**src/rtl/i2c_pkg.sv**
```systemverilog
// Shared types and widths for the I2C write scheduler and its arbiter.
package i2c_pkg;

    localparam int I2C_ID_W   = 7;
    localparam int I2C_DATA_W = 8;

    typedef enum logic [1:0] {
        ST_IDLE    = 2'd0,
        ST_LAUNCH  = 2'd1,
        ST_WAIT    = 2'd2,
        ST_RECOVER = 2'd3
    } state_t;

    // Width of a counter that must be able to hold the value max_count.
    function automatic int cnt_w(input int max_count);
        return (max_count < 1) ? 1 : $clog2(max_count + 1);
    endfunction

    localparam int TIMEOUT_CNT_W = cnt_w(64);
    localparam int IDLE_CNT_W    = cnt_w(2);
    localparam int RST_CNT_W     = cnt_w(1);

endpackage

```
**src/rtl/rr_arbiter_comb.sv**
```systemverilog
// Combinational round-robin pick: first set request searching upward from last_grant+1 with wrap.
module rr_arbiter_comb #(
    parameter int NUM_REQ = 4,
    localparam int IDX_W  = $clog2(NUM_REQ)
) (
    input  logic [NUM_REQ-1:0] req,
    input  logic [IDX_W-1:0]   last_grant,
    output logic [IDX_W-1:0]   grant,
    output logic               any_req
);

    always_comb begin
        grant   = '0;
        any_req = 1'b0;
        for (int i = 1; i <= NUM_REQ; i++) begin
            int idx;
            logic [IDX_W-1:0] sel;
            idx = int'(last_grant) + i;
            if (idx >= NUM_REQ) begin
                idx = idx - NUM_REQ;
            end
            sel = IDX_W'(idx);
            if (!any_req && req[sel]) begin
                any_req = 1'b1;
                grant   = sel;
            end
        end
    end

endmodule

```
**src/rtl/i2c_write_scheduler.sv**
```systemverilog
// Shares one write-only I2C master between NUM_REQ requesters; detects the end of
// each transfer from scl/sda and re-arms the master with a reset pulse afterwards.
module i2c_write_scheduler
    import i2c_pkg::*;
#(
    parameter int NUM_REQ        = 4,
    parameter int TIMEOUT_CYCLES = 64,
    parameter int IDLE_CYCLES    = 2,
    parameter int RST_CYCLES     = 1
) (
    input  logic                        clk,
    input  logic                        rst_n,
    input  logic [NUM_REQ-1:0]          req,
    input  logic [NUM_REQ*I2C_ID_W-1:0] req_id,
    input  logic [NUM_REQ*I2C_DATA_W-1:0] req_data,
    output logic [NUM_REQ-1:0]          done,
    output logic [NUM_REQ-1:0]          err,
    output logic                        busy,
    output logic                        m_valid,
    output logic [I2C_ID_W-1:0]         m_id,
    output logic [I2C_DATA_W-1:0]       m_data,
    output logic                        m_rst,
    input  logic                        scl_mon,
    input  logic                        sda_mon
);

    localparam int IDX_W  = $clog2(NUM_REQ);
    localparam int TO_W   = cnt_w(TIMEOUT_CYCLES);
    localparam int IDLE_W = cnt_w(IDLE_CYCLES);
    localparam int RST_W  = cnt_w(RST_CYCLES);

    localparam logic [TO_W-1:0]   TO_LAST   = TO_W'(TIMEOUT_CYCLES - 1);
    localparam logic [IDLE_W-1:0] IDLE_DONE = IDLE_W'(IDLE_CYCLES);
    localparam logic [RST_W-1:0]  RST_LAST  = RST_W'(RST_CYCLES - 1);

    state_t                  state;
    logic [IDX_W-1:0]        grant;
    logic [IDX_W-1:0]        last_grant;
    logic [IDX_W-1:0]        arb_grant;
    logic                    any_req;
    logic [TO_W-1:0]         to_cnt;
    logic [IDLE_W-1:0]       idle_cnt;
    logic [IDLE_W-1:0]       idle_next;
    logic [RST_W-1:0]        rst_cnt;
    logic                    seen_low;
    logic                    idle_hit;
    logic                    to_hit;
    logic [I2C_ID_W-1:0]     sel_id;
    logic [I2C_DATA_W-1:0]   sel_data;

    rr_arbiter_comb #(
        .NUM_REQ    (NUM_REQ)
    ) u_arb (
        .req        (req),
        .last_grant (last_grant),
        .grant      (arb_grant),
        .any_req    (any_req)
    );

    always_comb begin
        sel_id   = '0;
        sel_data = '0;
        for (int i = 0; i < NUM_REQ; i++) begin
            if (arb_grant == IDX_W'(i)) begin
                sel_id   = req_id[i*I2C_ID_W +: I2C_ID_W];
                sel_data = req_data[i*I2C_DATA_W +: I2C_DATA_W];
            end
        end
    end

    // A bus-idle stretch only counts once the master has actually driven scl low,
    // otherwise the idle bus right after launch would look like a finished transfer.
    always_comb begin
        idle_next = (seen_low && scl_mon && sda_mon) ? idle_cnt + 1'b1 : '0;
        idle_hit  = (idle_next == IDLE_DONE);
        to_hit    = (to_cnt == TO_LAST);
    end

    assign busy = (state != ST_IDLE);

    always_ff @(posedge clk) begin
        if (rst_n) begin
            state      <= ST_RECOVER;
            m_rst      <= 1'b1;
            m_valid    <= 1'b0;
            m_id       <= '0;
            m_data     <= '0;
            done       <= '0;
            err        <= '0;
            grant      <= '0;
            last_grant <= IDX_W'(NUM_REQ - 1);
            to_cnt     <= '0;
            idle_cnt   <= '0;
            rst_cnt    <= '0;
            seen_low   <= 1'b0;
        end else begin
            done    <= '0;
            err     <= '0;
            m_valid <= 1'b0;
            case (state)
                ST_IDLE: begin
                    if (any_req) begin
                        grant   <= arb_grant;
                        m_id    <= sel_id;
                        m_data  <= sel_data;
                        m_valid <= 1'b1;
                        state   <= ST_LAUNCH;
                    end
                end
                ST_LAUNCH: begin
                    to_cnt   <= '0;
                    idle_cnt <= '0;
                    seen_low <= 1'b0;
                    state    <= ST_WAIT;
                end
                ST_WAIT: begin
                    to_cnt   <= to_cnt + 1'b1;
                    idle_cnt <= idle_next;
                    if (!scl_mon) begin
                        seen_low <= 1'b1;
                    end
                    if (idle_hit) begin
                        done[grant] <= 1'b1;
                        last_grant  <= grant;
                        state       <= ST_RECOVER;
                    end else if (to_hit) begin
                        err[grant]  <= 1'b1;
                        last_grant  <= grant;
                        state       <= ST_RECOVER;
                    end
                end
                ST_RECOVER: begin
                    // m_rst rises the cycle after done/err so the two never overlap.
                    if (!m_rst) begin
                        m_rst   <= 1'b1;
                        rst_cnt <= '0;
                    end else if (rst_cnt == RST_LAST) begin
                        m_rst   <= 1'b0;
                        state   <= ST_IDLE;
                    end else begin
                        rst_cnt <= rst_cnt + 1'b1;
                    end
                end
                default: state <= ST_RECOVER;
            endcase
        end
    end

endmodule

```
**config.mk**
```make
export PLATFORM = sky130hd
export DESIGN_NAME = i2c_write_scheduler
export DESIGN_NICKNAME = d
export VERILOG_FILES = /design/src/rtl/i2c_pkg.sv /design/src/rtl/rr_arbiter_comb.sv /design/src/rtl/i2c_write_scheduler.sv
export SDC_FILE = /design/constraint.sdc
export NUM_CORES = 1
export LEC_CHECK = 0
export CORE_ASPECT_RATIO = 0.6
export CORE_MARGIN = 5
export CORE_UTILIZATION = 38
export DETAILED_ROUTE_END_ITERATION = 10
export MAX_ROUTING_LAYER = met4
export PLACE_DENSITY = 0.76
export SETUP_SLACK_MARGIN = 0.05
export SYNTH_ARGS = -nofsm -noshare
export SYNTH_HDL_FRONTEND = slang
export SYNTH_SLANG_ARGS = --single-unit
```
**constraint.sdc**
```tcl
create_clock -name clk -period 1.8 [get_ports clk]
set_clock_uncertainty 0.15 [all_clocks]
set_input_delay 0.18 -clock clk [delete_from_list [all_inputs] [get_ports clk]]
set_output_delay 0.18 -clock clk [all_outputs]
set_load 0.005 [all_outputs]
```
==> impl_metrics.yaml <==
cells_and_area:
  final_cell_area_um2: 3840
  ff_latch_area_um2: 831
  fillCellCount: 398
  area_delta_synth_final_pct: 74.2
  multiInputGateArea_um2: 1430
  antenna_cells: 0
  finalNetCount: 429
  mostFrequentLayoutCells: "clkdlybuf4s50_1 (90), buf_4 (36), dfxtp_1 (35)"
  final_common_cell: "clkdlybuf4s50_1"
  fin_cells: 436
  drive_gt1_frac: 0.298
grt:
  first_global_vias: 2122
  use_met3: 0.0392
  grtUsageMet1: 0.236
  grt_start_max_net_pins: 16
  globalRouteOverflowTotal: 0
  grtUsageTotal: 0.185
  grtUsageMet2: 0.279
  gr-max-usage-layer: "met2"
  antenna_found_initial: 0
  grt_first_pass_wirelength_um: 10700
clock_tree:
  cts_htree_levels: 2
  clockRootBuffer: "clkbuf_8"
  clkLatencyLatePin_ps: 300
  cts.sinks: 41
  cts_buffer_depth: 2
  path_clk_slew_ps: 80
  ctsHoldBuffers: 0
  cts_buffers: 5
  cts_tree: "yes"
critical_path:
  arrival_ps: 1880
  cp_cell_sequence: "a21o_1, a31oi_4, buf_6, buf_12, mux2i_4, a2bb2oi_2, o21ai_2"
  slowest_stage: "dfxtp_4"
  crit_start: "last_grant[1]"
  cpPeakStageDelay_ps: 370
  cp-start-kind: "flip-flop"
  reg2reg_depth: 7
  required_ps: 1850
  endpoint: "m_data[0]"
  end_kind: "flip-flop"
  reg2reg_from: "last_grant[1]"
  r2r_end: "m_data[0]"
  rrSetupSlack_ps: -40
  worst-path-max-fanout: 6
  critPathKind: "reg -> reg"
die:
  core_um2: 5600
  die_h_um: 69.0
  initial_core_util: 0.394
  ios: 94
  num_rows: 21
  dieArea_um2: 7480
  dieWidth_um: 108
timing:
  min_period_ps: 1840
  setup-violations-final: 6
  holdWs_ps: 333
  worstMarginPinSlew_ps: 358
  fmax_mhz: 544
  drv_slew: 0
  grt_setup_unrepaired: "yes"
  hold_violations: 0
  period_share: 1.02
  relSlewSlack: 0.759
  finalWorstSetupSlack_ps: -38.6
synth:
  syn_avg_cell_area_um2: 10.0
  ys_seq_elements: 41
  synth-async-reset-ratio: 0
  syn_inst: 220
  synth_edf_count: 0
  synth_nets: 293
  synth_flop_cell: "dfxtp_1"
  ys_types: 41
  syn_area_um2: 2210
  synth_warnings: 0
  ys_seq_area_frac: 0.372
routing:
  wl_per_cell_um: 16.1
  drt_iter0_markers: 155
  route.detailed.drc: 0
  viasPerCell: 4.94
  drtAntennaViolNets: 0
  drt-pass1-iter-count: 4
  route.vias.total: 2154
  wirelength_um: 7000
outcome:
  violations: "negative setup slack"
  status: "finished, violations left"
placement:
  dp_cells: 413
  port-buffer-count: 93
  placement.cell_area_um2: 3420
  place_hpwl_um: 5000
  place_congestion: 0.853
min_path:
  hold_path.class: "reg -> reg"
pwr:
  power_per_cell_area_nw_per_um2: 785
  p_leak_nw: 1.42
  peakVddDrop_mv: 0.437
job:
  maxCapViolCount: 0
[critical path: cells and delay by family, from the launching register on]
| family | cells | cell delay [ps] |
|---|---|---|
| buf+inv | 2 | 280 |
| flops | 1 | 370 |
| compound gates | 4 | 680 |
| mux | 1 | 230 |
[synth_stat cells, types with 4 or more instances]
cell / number / share of area
a21oi_1: 8 / 0.018
a2bb2oi_1: 4 / 0.016
a2bb2oi_2: 10 / 0.068
buf_4: 4 / 0.014
dfxtp_1: 41 / 0.37
ha_1: 5 / 0.028
inv_1: 9 / 0.015
mux2i_1: 31 / 0.14
nand2_1: 11 / 0.019
nand2b_1: 8 / 0.023
nand3_1: 4 / 0.0091
nor2_1: 19 / 0.032
nor2b_1: 4 / 0.011
o21ai_0: 5 / 0.011
o21ai_1: 4 / 0.0091
o21ai_2: 10 / 0.040
[layout make-up]
cell class / instances / area share
clock inverter: 2 / 0.00911
multi-input combinational: 161 / 0.371
sequential: 41 / 0.216
inverter: 9 / 0.00879
timing repair buffer: 138 / 0.351
tap: 80 / 0.0260
clock buffer: 5 / 0.0179
[worst min path at each step]
stage              start        end  cells after the start
6_report       m_data[5]  m_data[5]                      2
5_1_grt         seen_low   seen_low                      2
4_1_cts        m_data[5]  m_data[5]                      2
3_5_place_dp     m_id[6]    m_id[6]                      2
3_3_place_gp     m_id[6]    m_id[6]                      2
2_1_floorplan      rst_n   state[0]                      1
[where the power goes]
part	internal [mW]	leakage (nW)	switching, mW
sequential	1.01	0.332	0.0801
clock	0.403	0.0540	0.323
combinational	0.696	1.03	0.503
total	2.11	1.42	0.907
[kinds of logic (layout without fill, tap and decap cells)]
kind of cell | count (synthesis) | after routing | synth area share
multiplexers | 33 | 33 | 0.151
buffers and inverters | 18 | 154 | 0.0493
AND/OR/NAND/NOR | 64 | 64 | 0.153
adder cells (fa/ha/maj) | 5 | 5 | 0.0284
flip-flops | 41 | 41 | 0.372
XOR/XNOR | 3 | 3 | 0.0119
AO/OA/AOI/OAI | 56 | 56 | 0.235
[metal layers]
layer,vias to the layer above,wire [um]
met2,68,3260
met3,18,346
met1,999,3160
met5,-,0
met4,0,240
li1,1069,-
[registers in the layout, indices dropped and copies added (netlist names)]
signal      cells
last_grant      2
grant           2
state           2
seen_low        1
m_valid         1
m_id            7
m_rst           1
to_cnt          7
idle_cnt        2
err             4
m_data          8
done            4
[per-stage QoR]
stage	power (mW)	TNS, ps	setup slack (ps)	utilization
final	3.02	-165	-38.6	0.687
after floorplan	1.62	0	125	-
after CTS	2.98	-1.04	-1.04	0.661
after detailed placement	2.17	-5230	-322	0.611
after global routing	3.19	-1020	-105	0.687
after global placement	2.14	-4510	-279	0.611
[timing repair]
action	CTS	global route
setup buffers	5	10
endpoints found under the hold margin	0	0
pin swaps	3	7
endpoints found under the setup margin	18	19
gates cloned	2	0
resized for setup	26	17
No activity file was read; power rests on OpenSTA's default activity.
